<file path="src/rtl/param_sram.sv">
// Single-port synchronous RAM with per-bit write mask, fixed-latency
// read response pipeline and a hardware clear sweep.
module param_sram #(
  parameter int unsigned DATA_WIDTH     = 4,
  parameter int unsigned ADDR_WIDTH     = 4,
  parameter int unsigned RDW_MODE       = 0,
  parameter int unsigned OUT_PIPE       = 0,
  parameter int unsigned CLEAR_ON_RESET = 1,
  parameter logic [DATA_WIDTH-1:0] CLEAR_VALUE = '0
) (
  input  logic                  i_Clock,
  input  logic                  i_Reset_n,
  input  logic                  i_Request,
  input  logic                  i_WriteEnable,
  input  logic [DATA_WIDTH-1:0] i_WriteMask,
  input  logic [ADDR_WIDTH-1:0] i_Address,
  input  logic [DATA_WIDTH-1:0] i_DataIn,
  input  logic                  i_Clear,
  output logic                  o_Ready,
  output logic                  o_Busy,
  output logic                  o_ReadValid,
  output logic [DATA_WIDTH-1:0] o_DataOut
);

  localparam int unsigned DEPTH = 2 ** ADDR_WIDTH;
  localparam int unsigned LAT   = 1 + OUT_PIPE;

  typedef enum logic {
    S_RUN   = 1'b0,
    S_CLEAR = 1'b1
  } state_e;

  state_e                state_q, state_d;
  logic [ADDR_WIDTH-1:0] cnt_q, cnt_d;

  logic [DATA_WIDTH-1:0] mem_q [DEPTH];

  logic                  accept;
  logic                  mem_we;
  logic [ADDR_WIDTH-1:0] mem_wa;
  logic [DATA_WIDTH-1:0] mem_wd;
  logic [DATA_WIDTH-1:0] rd_old;
  logic [DATA_WIDTH-1:0] rd_mrg;
  logic [DATA_WIDTH-1:0] rsp_d;

  logic [LAT-1:0]        vld_q, vld_d;
  logic [DATA_WIDTH-1:0] dat_q [LAT];
  logic [DATA_WIDTH-1:0] dat_d [LAT];

  assign o_Ready = (state_q == S_RUN);
  assign o_Busy  = (state_q == S_CLEAR);
  assign accept  = i_Request & o_Ready & ~i_Clear;

  assign rd_old = mem_q[i_Address];
  assign rd_mrg = (rd_old & ~i_WriteMask)
                | (i_DataIn & i_WriteMask);

  // Write-through returns the merged word only for writes.
  assign rsp_d = (i_WriteEnable && RDW_MODE != 0)
               ? rd_mrg : rd_old;

  always_comb begin
    state_d = state_q;
    cnt_d   = cnt_q;
    mem_we  = 1'b0;
    mem_wa  = i_Address;
    mem_wd  = rd_mrg;
    unique case (state_q)
      S_RUN: begin
        if (i_Clear) begin
          state_d = S_CLEAR;
          cnt_d   = '0;
        end else if (accept && i_WriteEnable) begin
          mem_we = 1'b1;
        end
      end
      S_CLEAR: begin
        mem_we = 1'b1;
        mem_wa = cnt_q;
        mem_wd = CLEAR_VALUE;
        cnt_d  = cnt_q + 1'b1;
        if (i_Clear) begin
          cnt_d = '0;
        end else if (cnt_q == ADDR_WIDTH'(DEPTH - 1)) begin
          state_d = S_RUN;
        end
      end
      default: begin
        state_d = S_RUN;
      end
    endcase
  end

  always_ff @(posedge i_Clock or negedge i_Reset_n) begin
    if (!i_Reset_n) begin
      state_q <= (CLEAR_ON_RESET != 0) ? S_CLEAR : S_RUN;
      cnt_q   <= '0;
    end else begin
      state_q <= state_d;
      cnt_q   <= cnt_d;
    end
  end

  always_ff @(posedge i_Clock) begin
    if (mem_we) begin
      mem_q[mem_wa] <= mem_wd;
    end
  end

  // Data stages only load on a valid so the output holds between pulses.
  always_comb begin
    vld_d    = '0;
    vld_d[0] = accept;
    dat_d[0] = accept ? rsp_d : dat_q[0];
    for (int s = 1; s < LAT; s++) begin
      vld_d[s] = vld_q[s-1];
      dat_d[s] = vld_q[s-1] ? dat_q[s-1] : dat_q[s];
    end
  end

  always_ff @(posedge i_Clock or negedge i_Reset_n) begin
    if (!i_Reset_n) begin
      vld_q <= '0;
      for (int s = 0; s < LAT; s++) begin
        dat_q[s] <= '0;
      end
    end else begin
      vld_q <= vld_d;
      for (int s = 0; s < LAT; s++) begin
        dat_q[s] <= dat_d[s];
      end
    end
  end

  assign o_ReadValid = vld_q[LAT-1];
  assign o_DataOut   = dat_q[LAT-1];

endmodule

</file>
<file path="config.mk">
export PLATFORM = sky130hd
export DESIGN_NAME = param_sram
export DESIGN_NICKNAME = d
export VERILOG_FILES = /design/src/rtl/param_sram.sv
export SDC_FILE = /design/constraint.sdc
export NUM_CORES = 1
export LEC_CHECK = 0
export BUFFER_PORTS_ARGS = -buffer_cell sky130_fd_sc_hd__buf_2
export CORE_MARGIN = 2
export CORE_UTILIZATION = 55
export DETAILED_ROUTE_END_ITERATION = 16
export MAX_ROUTING_LAYER = met4
export PLACE_DENSITY = 0.78
export SLEW_MARGIN = 10
export SYNTH_ARGS = -nofsm -noshare
export SYNTH_HDL_FRONTEND = slang
export SYNTH_SLANG_ARGS = --single-unit
</file>
<file path="constraint.sdc">
create_clock -name i_Clock -period 2.2 [get_ports i_Clock]
set_input_delay 0.33 -clock i_Clock [delete_from_list [all_inputs] [get_ports i_Clock]]
set_output_delay 0.33 -clock i_Clock [all_outputs]
set_load 0.02 [all_outputs]
</file>
== Word level (Yosys, flattened, before mapping) ==
Memory sizes are Yosys's and may differ from the RTL's.
Cells that the tools add are included.
Word-level totals
  memory bits (writable): 64
  word-level logic and storage cells: 31
  output and inout bits: 7
  flip-flop bits (word level): 10
  bits in read-only memories: 0
  bits of input ports: 17
  latch bits: 0
  memories: 1
Memories
  mem_q: words 16, bits a word 4, read ports 1, clocked after memory_dff 0, write ports 1, RTL line 36  | logic [DATA_WIDTH-1:0] mem_q [DEPTH];
Cells by class
  reductions and logical operators: 1
  div/mod/pow operators: 0
  $add $sub $neg: 1
  bitwise operators: 8
  equal/unequal tests: 2
  multipliers: 0
  mux-type cells: 14
  shift-type cells: 0
  magnitude comparators: 0
Operators by type and width (number)
  2-to-1 mux 4 bit: 4
  AND 4 bit: 2
  one-hot mux 4 bit (2 select lines): 1
  2-to-1 mux 1 bit: 7
  adder 4 x 1 -> 4 bit (second input constant): 1
  == test 4 bit (second input constant): 1
  inverter 4 bit: 1
  bitwise OR 4 bit: 1
  one-hot mux 1 bit (2 select lines): 2
  AND 1 bit: 2
  inequality test 2 bit (second input constant): 1
  inverter 1 bit: 2
  logical AND 1 bit: 1

== Depth between registers and ports, before layout ==
  depth after elaboration: 9
  gate-level depth with buffers: 7
  mapped depth without buffers: 4

== Worst setup path after synthesis ==
Ideal clock, no wire load.
  path kind: input -> register
  start point: input port i_Address[0]
  end point: memory mem_q[0][3], data pin
  cell stages on the path: 7
  setup time: 0.282 ns
  setup slack: 0.153 ns
  required time: 1.918 ns
  arrival: 1.766 ns
  path buffers: 3
  path through: buf_6 > buf_12 > buf_12 > mux2i_1 > a221oi_1 > a2bb2oi_1 > a211oi_2
Between the ends
  longest elaborated chain between the ends: 4
Ends and longest elaborated chain
  start, declared: RTL line 16  | input logic [ADDR_WIDTH-1:0] i_Address,
  memory read (16 x 4 bit)
  AND 4 bit: RTL line 55  | assign rd_mrg = (rd_old & ~i_WriteMask)
  bitwise OR 4 bit: RTL line 56  | | (i_DataIn & i_WriteMask);
  2-to-1 mux 4 bit: RTL line 68  | unique case (state_q)
  via mem_wd[3]: RTL line 41  | logic [DATA_WIDTH-1:0] mem_wd;
  end, declared: RTL line 36
The timed path passes the listed nets, and every way through them passes these cells.

== Worst setup path after layout ==
  start point: input port i_Address[0]
  end point: memory mem_q[3][1], data pin
The elaborated chain is that of the path after synthesis.

==> results.toml <==
[status]
status = "completed"

[global_route]
grt_pass1_wl_um = 11000
first_global_vias = 2022
grt_max_degree = 17
antenna_found_initial = 0
grt_usage_pct = 25.1
overflow = 0

[clock_tree]
insertion_delay_ps = 350
cts_made_buffers = 9
cts_root_buf = "clkbuf_8"
cts_tree = "built"
clk_pin_slew_ps = 70
cts_max_level = 3
clockBufferDepth = 2
cts_sinks = 74

[worst_hold_path]
min_from = "i_Clear"
whs_path_depth = 2
min_to = "cnt_q[3]"
hp-class = "input pin to register"

[timing]
slew_headroom_pct = 55.0
max_slew.worst_pin.slew_ps = 672
fin_crit_sh_pct = 96.1
fin_setup_tns_ps = 0
layout_setup_ws_ps = 84.8
rsz0062_at_grt = "no"
report.final.slew_viol_count = 0
finClkSkew_ps = 9.10
final.min_clock_period_ps = 2120
max_freq_mhz = 473
setup_viol = 0
hold_viol = 0

[synthesis]
ys_types = 38
netlist_area_um2 = 3180
syn-instance-count = 205
seq_area_frac_synth_pct = 68.3
avgSynthCellArea_um2 = 15.5
syn_nets = 223
yosys_warnings = 0
yosys_register_bits = 74
ys.flop_type = "edfxtp_1"
async_reset_ff_share_pct = 13.5
synth-edff-count = 64

[setup_path]
r2r_slack_ps = 240
ff2ff_path_depth = 4
crit_path_max_incr_delay_ps = 550
critical_path_class = "input pin to register"
crit_cells = 9
crit_path_cell_trace = "buf_2, buf_12, buf_4, buf_4, mux4_1, nor2_1, a2bb2oi_2, a211oi_2, buf_4"
critPathMostFrequentCell = "buf_4"
path_max_fanout = 12
crit_slowest_cell = "mux4_1"
cp-end-kind = "register"
crit_path_start_kind = "input pin"
reg2reg_from = "mem_q[9][3]"
r2r-end = "mem_q[6][3]"
cp.arrival_ps = 2210
required_ps = 2300
crit_family = "buffers and inverters"
cp_num_buf_inv = 5

[floorplanning]
rows = 27
io_pins = 24
start_util_pct = 57.5
core_area_um2 = 5540
fp.dieH_um = 80.1
fp.dieW_um = 80.1
design.die.area_um2 = 6410

[drt]
routed_via_density = 5.82
wl_per_cell_um = 20.0
dr_total_vias = 2024
wl_um = 6970
drtPass1Iterations = 4
drc = 0
initialDrtViolationCount = 248
antenna_left = 0

[placed_design]
finalWeightedCongestion = 0.850
post-place-ws_ps = -414
hpwl_um = 5070
portBuffers = 23

[power]
power_leakage_nw = 1.56
ir_worst_vdd_uv = 583
powerDensity_nw_per_um2 = 766
power.total_mw = 2.97

[final_layout]
area_growth_syn_to_layout_pct = 21.5
antenna_cells = 0
layout-drive-gt1-share_pct = 32.2
final_nets = 289
final_core_util_pct = 69.9
mostFrequentLayoutCells = "edfxtp_1, buf_4, nor2_1"
fill_cells = 357
final_common_cell = "edfxtp_1"

[job]
maxCapViolCount = 0
Yosys cell counts (3+ instances only):
library cell | instances | share of area [%]
nand2b_1 | 5 | 0.98
a221o_1 | 4 | 1.3
nor2_1 | 29 | 3.4
a211oi_2 | 4 | 1.6
mux4_1 | 3 | 2.5
nor3b_1 | 3 | 0.71
a221oi_1 | 4 | 1.1
mux4_2 | 5 | 3.5
dfrtp_1 | 9 | 7.1
a2bb2oi_1 | 4 | 1.1
edfxtp_1 | 64 | 60
mux2i_1 | 18 | 5.7
inv_1 | 8 | 0.94
nand2_1 | 13 | 1.5
worst max-delay path by stage:
stage,from,end,slack [ps]
final,i_Address[0],mem_q[3][1],80
after global placement,i_Address[0],mem_q[6][3],-280
after detailed placement,i_Address[0],mem_q[6][3],-410
after CTS,i_Address[0],mem_q[3][1],20
after floorplan,i_Address[0],mem_q[0][3],150
after global routing,i_Address[0],mem_q[3][1],70
what timing repair did:
action,in CTS,in global routing
endpoints found under the setup margin,16,31
setup buffers,0,0
cloned,0,0
endpoints found under the hold margin,9,0
gates resized for setup,1,2
hold buffers,1,0
logic make-up (layout without fill, tap and decap cells):
| kind of cell | Yosys count | after routing | synth area share [%] |
|---|---|---|---|
| buffers and inverters | 16 | 87 | 3.26 |
| AOI/OAI and AO/OA | 27 | 27 | 7.31 |
| xor gates and xnor gates | 3 | 3 | 0.825 |
| and+or+nand+nor | 57 | 57 | 7.94 |
| DFF | 74 | 74 | 68.3 |
| adders and majority gates | 1 | 1 | 0.393 |
| muxes | 27 | 27 | 12.0 |
registers in the layout, summed over array words and instances (netlist names):
register,count
mem_q,64
cnt_q,4
o_DataOut,4
o_Busy,1
o_ReadValid,1
layer usage:
metal	share of wire, %	up-vias	track usage (%)
met5	0	-	-
met4	2.4	0	9.49
met3	9.6	21	6.40
met2	48	116	38.6
met1	40	973	32.5
li1	-	914	-
through the flow:
stage / cell area (µm²) / hold slack, ps / std cells
detailed placement: 3620 / 198 / 331
CTS: 3860 / 230 / 348
floorplan: 3180 / 34.4 / 205
global route: 3870 / 238 / 348
finish: 3870 / 245 / 348
global placement: 3620 / 199 / 331
power breakdown:
group / switching (mW) / internal, mW
clock: 0.506 / 0.642
sequential: 0.0176 / 1.55
combinational: 0.137 / 0.115
area by class of cell:
class,instances,area (µm²),area share (%)
well taps,72,90.1,2.33
repair buffers,63,430,11.1
flip-flops and latches,74,2170,56.2
inverters,8,30.0,0.776
clock buffers,10,128,3.30
clock inverters,6,90.1,2.33
multi-input cells,115,928,24.0
No activity file was read; power rests on OpenSTA's default activity.
